### config.mk
export PLATFORM = sky130hd
export DESIGN_NAME = serial_magnitude_comparator_flat
export DESIGN_NICKNAME = d
export VERILOG_FILES = /design/src/rtl/serial_magnitude_comparator_if.sv /design/src/rtl/serial_magnitude_comparator.sv /design/src/flat_wrapper.sv
export SDC_FILE = /design/constraint.sdc
export NUM_CORES = 1
export LEC_CHECK = 0
export BUFFER_PORTS_ARGS = -buffer_cell sky130_fd_sc_hd__buf_2
export CAP_MARGIN = 40
export CORE_ASPECT_RATIO = 1.4
export CORE_MARGIN = 2
export CORE_UTILIZATION = 31
export CTS_CLUSTER_DIAMETER = 120
export CTS_CLUSTER_SIZE = 16
export DETAILED_ROUTE_END_ITERATION = 12
export HOLD_SLACK_MARGIN = 0.1
export PLACE_DENSITY_LB_ADDON = 0.12
export SLEW_MARGIN = 20
export SYNTH_ARGS = -nofsm -noshare
export SYNTH_HDL_FRONTEND = slang
export SYNTH_SLANG_ARGS = --single-unit
### constraint.sdc
create_clock -name clk -period 2.3 [get_ports clk]
set_input_delay 0.46 -clock clk [delete_from_list [all_inputs] [get_ports clk]]
set_output_delay 0.46 -clock clk [all_outputs]
set_load 0.05 [all_outputs]
### src/rtl/serial_magnitude_comparator_if.sv
`default_nettype none
// +--------------------------------------------------------------------------+
// | serial_magnitude_comparator_if : start/operand/result bundle, Rev 1.0    |
// +--------------------------------------------------------------------------+
interface serial_magnitude_comparator_if #(
   parameter int WIDTH = 4
);
   logic             start;
   logic [WIDTH-1:0] a;
   logic [WIDTH-1:0] b;
   logic             in_ready;
   logic             busy;
   logic             done;
   logic             a_gt_b;
   logic             a_eq_b;
   logic             a_lt_b;

   modport master (
      output start, a, b,
      input  in_ready, busy, done, a_gt_b, a_eq_b, a_lt_b
   );

   modport slave (
      input  start, a, b,
      output in_ready, busy, done, a_gt_b, a_eq_b, a_lt_b
   );
endinterface
`default_nettype wire

### src/rtl/serial_magnitude_comparator.sv
`default_nettype none
// +--------------------------------------------------------------------------+
// | serial_magnitude_comparator : MSB-first bit-serial unsigned compare,      |
// | optional SERIAL_CMP_EARLY_EXIT_EN stops at first differing bit. Rev 1.0  |
// +--------------------------------------------------------------------------+
module serial_magnitude_comparator #(
   parameter int WIDTH = 4
) (
   input  wire                            clk,
   input  wire                            rst,
   serial_magnitude_comparator_if.slave   cmp_io
);
   localparam int CNT_W = (WIDTH > 1) ? $clog2(WIDTH) : 1;

   typedef enum logic [1:0] {
      ST_IDLE  = 2'd0,
      ST_SHIFT = 2'd1,
      ST_DONE  = 2'd2
   } state_t;

   state_t             state_q, state_d;
   logic [WIDTH-1:0]   sa_q, sa_d;
   logic [WIDTH-1:0]   sb_q, sb_d;
   logic [CNT_W-1:0]   cnt_q, cnt_d;
   logic               decided_q, decided_d;
   logic               gt_q, gt_d;
   logic               a_gt_b_q, a_gt_b_d;
   logic               a_eq_b_q, a_eq_b_d;
   logic               a_lt_b_q, a_lt_b_d;
   logic               w_bits_differ;
   logic               w_first_diff;
   logic               w_finish;

   assign w_bits_differ = sa_q[WIDTH-1] ^ sb_q[WIDTH-1];
   assign w_first_diff  = ~decided_q & w_bits_differ;

`ifdef SERIAL_CMP_EARLY_EXIT_EN
   assign w_finish = (cnt_q == '0) | w_first_diff;
`else
   assign w_finish = (cnt_q == '0);
`endif

   always_comb begin
      state_d   = state_q;
      sa_d      = sa_q;
      sb_d      = sb_q;
      cnt_d     = cnt_q;
      decided_d = decided_q;
      gt_d      = gt_q;
      a_gt_b_d  = a_gt_b_q;
      a_eq_b_d  = a_eq_b_q;
      a_lt_b_d  = a_lt_b_q;

      case (state_q)
         ST_IDLE: begin
            if (cmp_io.start) begin
               sa_d      = cmp_io.a;
               sb_d      = cmp_io.b;
               cnt_d     = CNT_W'(WIDTH - 1);
               decided_d = 1'b0;
               gt_d      = 1'b0;
               state_d   = ST_SHIFT;
            end
         end
         ST_SHIFT: begin
            if (w_first_diff) begin
               decided_d = 1'b1;
               gt_d      = sa_q[WIDTH-1];
            end
            sa_d  = sa_q << 1;
            sb_d  = sb_q << 1;
            cnt_d = cnt_q - CNT_W'(1);
            // Flags are loaded on the way into DONE so they are valid with the done pulse.
            if (w_finish) begin
               a_gt_b_d = decided_d & gt_d;
               a_lt_b_d = decided_d & ~gt_d;
               a_eq_b_d = ~decided_d;
               state_d  = ST_DONE;
            end
         end
         ST_DONE: begin
            state_d = ST_IDLE;
         end
         default: begin
            state_d = ST_IDLE;
         end
      endcase
   end

   always_ff @(posedge clk) begin
      if (rst) begin
         state_q   <= ST_IDLE;
         sa_q      <= '0;
         sb_q      <= '0;
         cnt_q     <= '0;
         decided_q <= 1'b0;
         gt_q      <= 1'b0;
         a_gt_b_q  <= 1'b0;
         a_eq_b_q  <= 1'b0;
         a_lt_b_q  <= 1'b0;
      end else begin
         state_q   <= state_d;
         sa_q      <= sa_d;
         sb_q      <= sb_d;
         cnt_q     <= cnt_d;
         decided_q <= decided_d;
         gt_q      <= gt_d;
         a_gt_b_q  <= a_gt_b_d;
         a_eq_b_q  <= a_eq_b_d;
         a_lt_b_q  <= a_lt_b_d;
      end
   end

   assign cmp_io.in_ready = (state_q == ST_IDLE);
   assign cmp_io.busy     = (state_q != ST_IDLE);
   assign cmp_io.done     = (state_q == ST_DONE);
   assign cmp_io.a_gt_b   = a_gt_b_q;
   assign cmp_io.a_eq_b   = a_eq_b_q;
   assign cmp_io.a_lt_b   = a_lt_b_q;
endmodule
`default_nettype wire

### src/flat_wrapper.sv
// flat-port wrapper written by rule: the top's interface ports become plain ports
module serial_magnitude_comparator_flat 
#(
   parameter int WIDTH = 4
)
  (clk, rst, cmp_io_start, cmp_io_a, cmp_io_b, cmp_io_in_ready, cmp_io_busy, cmp_io_done, cmp_io_a_gt_b, cmp_io_a_eq_b, cmp_io_a_lt_b);
  serial_magnitude_comparator_if #(.WIDTH(WIDTH)) cmp_io_i ();
  input  wire clk;
  input  wire rst;
  input wire logic [$bits(cmp_io_i.start)-1:0] cmp_io_start;
  input wire logic [$bits(cmp_io_i.a)-1:0] cmp_io_a;
  input wire logic [$bits(cmp_io_i.b)-1:0] cmp_io_b;
  output wire logic [$bits(cmp_io_i.in_ready)-1:0] cmp_io_in_ready;
  output wire logic [$bits(cmp_io_i.busy)-1:0] cmp_io_busy;
  output wire logic [$bits(cmp_io_i.done)-1:0] cmp_io_done;
  output wire logic [$bits(cmp_io_i.a_gt_b)-1:0] cmp_io_a_gt_b;
  output wire logic [$bits(cmp_io_i.a_eq_b)-1:0] cmp_io_a_eq_b;
  output wire logic [$bits(cmp_io_i.a_lt_b)-1:0] cmp_io_a_lt_b;
  assign cmp_io_i.start = cmp_io_start;
  assign cmp_io_i.a = cmp_io_a;
  assign cmp_io_i.b = cmp_io_b;
  assign cmp_io_in_ready = cmp_io_i.in_ready;
  assign cmp_io_busy = cmp_io_i.busy;
  assign cmp_io_done = cmp_io_i.done;
  assign cmp_io_a_gt_b = cmp_io_i.a_gt_b;
  assign cmp_io_a_eq_b = cmp_io_i.a_eq_b;
  assign cmp_io_a_lt_b = cmp_io_i.a_lt_b;
  serial_magnitude_comparator #(.WIDTH(WIDTH)) u_core (.clk(clk), .rst(rst), .cmp_io(cmp_io_i));
endmodule
==> metrics.md <==
| Metric | Value |
|---|---|
| Status | `finished clean` |
| Fill cells | `264` |
| Actual slew at the worst max-slew pin | `0.4160 ns` |
| Rows | `21` |
| Commonest non-fill, non-tap cell in the layout | `dfxtp_1` |
| Critical path type | `flop to primary output` |
| Total CTS buffers | `3` |
| CP endpoint kind | `primary output` |
| Syn_nets | `95` |
| Fin Setup TNS | `0 ns` |
| Critical Path AT | `1.34 ns` |
| Clock sinks | `17` |
| Max Cap Viol | `0` |
| Placed Instances | `129` |
| CTS Buffer Depth | `2` |
| Vias per inst | `between 4 and 5` |
| Clk root buf | `clkbuf_4` |
| Routed wire length | `1717 um` |
| Crit Path Max Fanout | `10` |
| Routed len/inst | `12.91 um` |
| Initial DRC count | `8` |
| Post-Syn Area per Cell | `9.392 sq um` |
| DRC | `0` |
| Largest net degree at the start of global routing | `18` |
| Clock transition at the registers of the reported paths | `approximately 0.11 ns` |
| Hpwl dp | `1282 um` |
| Layout cell share with drive strength beyond 1 | `a little over a quarter` |
| FMAX | `556.5 MHz` |
| Routed Antenna Nets | `0` |
| Area growth syn-to-layout | `15.41%` |
| Fin crit share | `78.13%` |
| Startpoint Class | `flop` |
| GRT Util Overall | `13.69%` |
| Initial Utilization | `32.60%` |
| First-pass GRT wire length | `roughly 2900 um` |
| I/O Buffers | `16` |
| Unrepaired setup endpoints after global routing | `no` |
| Total die area | `0.002937 sq mm` |
| Max Clock Skew | `0.006912 ns` |
| Register area share after synthesis | `43.66%` |
| Nets | `112` |
| Vias in the first global route | `660` |
| Resized cells post-CTS | `0` |
| Die width | `~46 um` |
| Mapped Area | `779.5 sq um` |
| Synth warnings | `0` |
| H-tree levels | `1` |
| Global placer's final weighted congestion | `0.7278` |
| Core Region | `0.002391 sq mm` |
| Clk Latency, worst-skew pair | `about 0.29 ns` |
| Iteration count of the initial detailed-routing pass | `3` |
| Yosys reg bits | `17` |
| Final Hold Vio Count | `0` |
| Final setup fails | `0` |
| Num ports | `17` |
| Cell count after synthesis | `83` |
| Max VDD drop | `0.3261 mV` |
| # hold bufs at CTS | `0` |
| Leakage power | `0.3893 nW` |
| Max-slew violations | `0` |
| Total grt overflow | `0` |
| Most frequent cells in the layout | `17 x dfxtp_1, 16 x buf_2, 12 x nor2_1` |
| Diode count | `0` |
| CTS tree | `built` |
| Chip height | `63.33 um` |
| Shortest period the worst path allows | `1.797 ns` |
| Initial antenna violation count | `0` |
| Post-synthesis cell type count | `29` |
| Post-Layout Cell Count | `133` |
| Power Dens Cells | `around 730 mW/mm^2` |
| Worst min path class | `input pin to flop` |
| CP required | `1.84 ns` |
| Vias after detailed routing | `655` |
| Slew margin rel. | `approximately 72%` |
| Post-CTS setup buffer count | `0` |
power breakdown:
| part | switching, mW | leakage, nW | total, mW | internal, mW |
|---|---|---|---|---|
| sequential | 0.0247 | 0.140 | 0.345 | 0.321 |
| clock | 0.0984 | 0.0177 | 0.163 | 0.0647 |
| combinational | 0.0938 | 0.231 | 0.152 | 0.0582 |
metal layers:
metal  global-route usage (%)  routed length (um)  vias up
met5                        0                   0        -
met4                    7.500                  41        0
met3                    1.719                  47        5
met2                    22.40                 906       14
met1                    16.40                 721      305
li1                         -                   -      331
flip-flops by register name, indices dropped and copies added, names as in the netlist:
register	count
u_core.cmp_io.a_gt_b	1
u_core.gt_q	1
u_core.cnt_q	2
u_core.state_q	2
u_core.cmp_io.a_eq_b	1
u_core.sa_q	4
u_core.decided_q	1
u_core.sb_q	4
u_core.cmp_io.a_lt_b	1
synth_stat cells:
cell	count	area [sq um]
o21ba_2	1	10.01
o21ai_0	2	10.01
ha_1	1	12.51
o22ai_1	2	12.51
dfxtp_1	17	340.3
nor4b_1	1	8.760
inv_2	1	3.750
nand2b_1	1	6.260
mux2i_1	4	40.04
buf_4	1	7.510
a21oi_1	4	20.02
nor3b_1	2	15.01
xor2_1	1	8.760
a221oi_1	3	26.28
o21bai_2	1	11.26
o41ai_1	1	8.760
nor3b_2	1	12.51
clkbuf_1	2	7.510
buf_6	2	22.52
nor2b_1	1	6.260
nand3b_4	1	20.02
nor2_1	12	45.04
or3_1	1	6.260
a22oi_1	2	15.01
nor3_1	4	20.02
and2b_1	1	7.510
nand2_1	1	3.750
a211oi_1	7	52.55
inv_1	5	18.77
path summary, 6_finish.rpt:
check / start / end / slack [ns] / depth (start not counted)
max: u_core.state_q[1] / cmp_io_done / 0.50 / 3
min reg2reg: u_core.cmp_io.a_eq_b / u_core.cmp_io.a_eq_b / 0.46 / 2
max reg2reg: u_core.state_q[0] / u_core.cmp_io.a_eq_b / 0.83 / 4
min: cmp_io_b[0] / u_core.sb_q[0] / 0.40 / 3
critical path, stage by stage (launching register included):
cell     delay [ns]
dfxtp_1        0.52
inv_1          0.13
nor2_1         0.12
buf_2          0.27
layout make-up:
type / count / area [sq um] / share of cell area, %
Timing Repair Buffer: 17 / 87.58 / 9.736
Inverter: 6 / 22.52 / 2.503
Multi-Input combinational cell: 55 / 379.1 / 42.14
Clock inverter: 1 / 5.005 / 0.5563
Sequential cell: 17 / 340.3 / 37.83
Tap cell: 34 / 42.54 / 4.729
Clock buffer: 3 / 22.52 / 2.503
stage by stage:
step	cell area [sq um]	util [%]	power, mW	worst slack [ns]	hold slack, ns
floorplan	779.5	-	0.4704	0.2026	0.4367
global placement	872.1	36.47	0.5055	0.8190	0.4475
detailed placement	872.1	36.47	0.5069	0.8195	0.4481
CTS	899.6	37.62	0.6675	0.4902	0.3995
global route	899.6	37.62	0.7040	0.3998	0.4191
finish	899.6	37.62	0.6606	0.5031	0.3981
logic make-up after synthesis:
family / share of synthesized area, %
AOI/OAI and AO/OA: 21.35
xor gates and xnor gates: 1.124
adders and majority gates: 1.605
buffers and inverters: 7.705
DFF: 43.66
muxes: 5.137
and+or+nand+nor: 19.42
No activity file was read; power rests on OpenSTA's default activity.
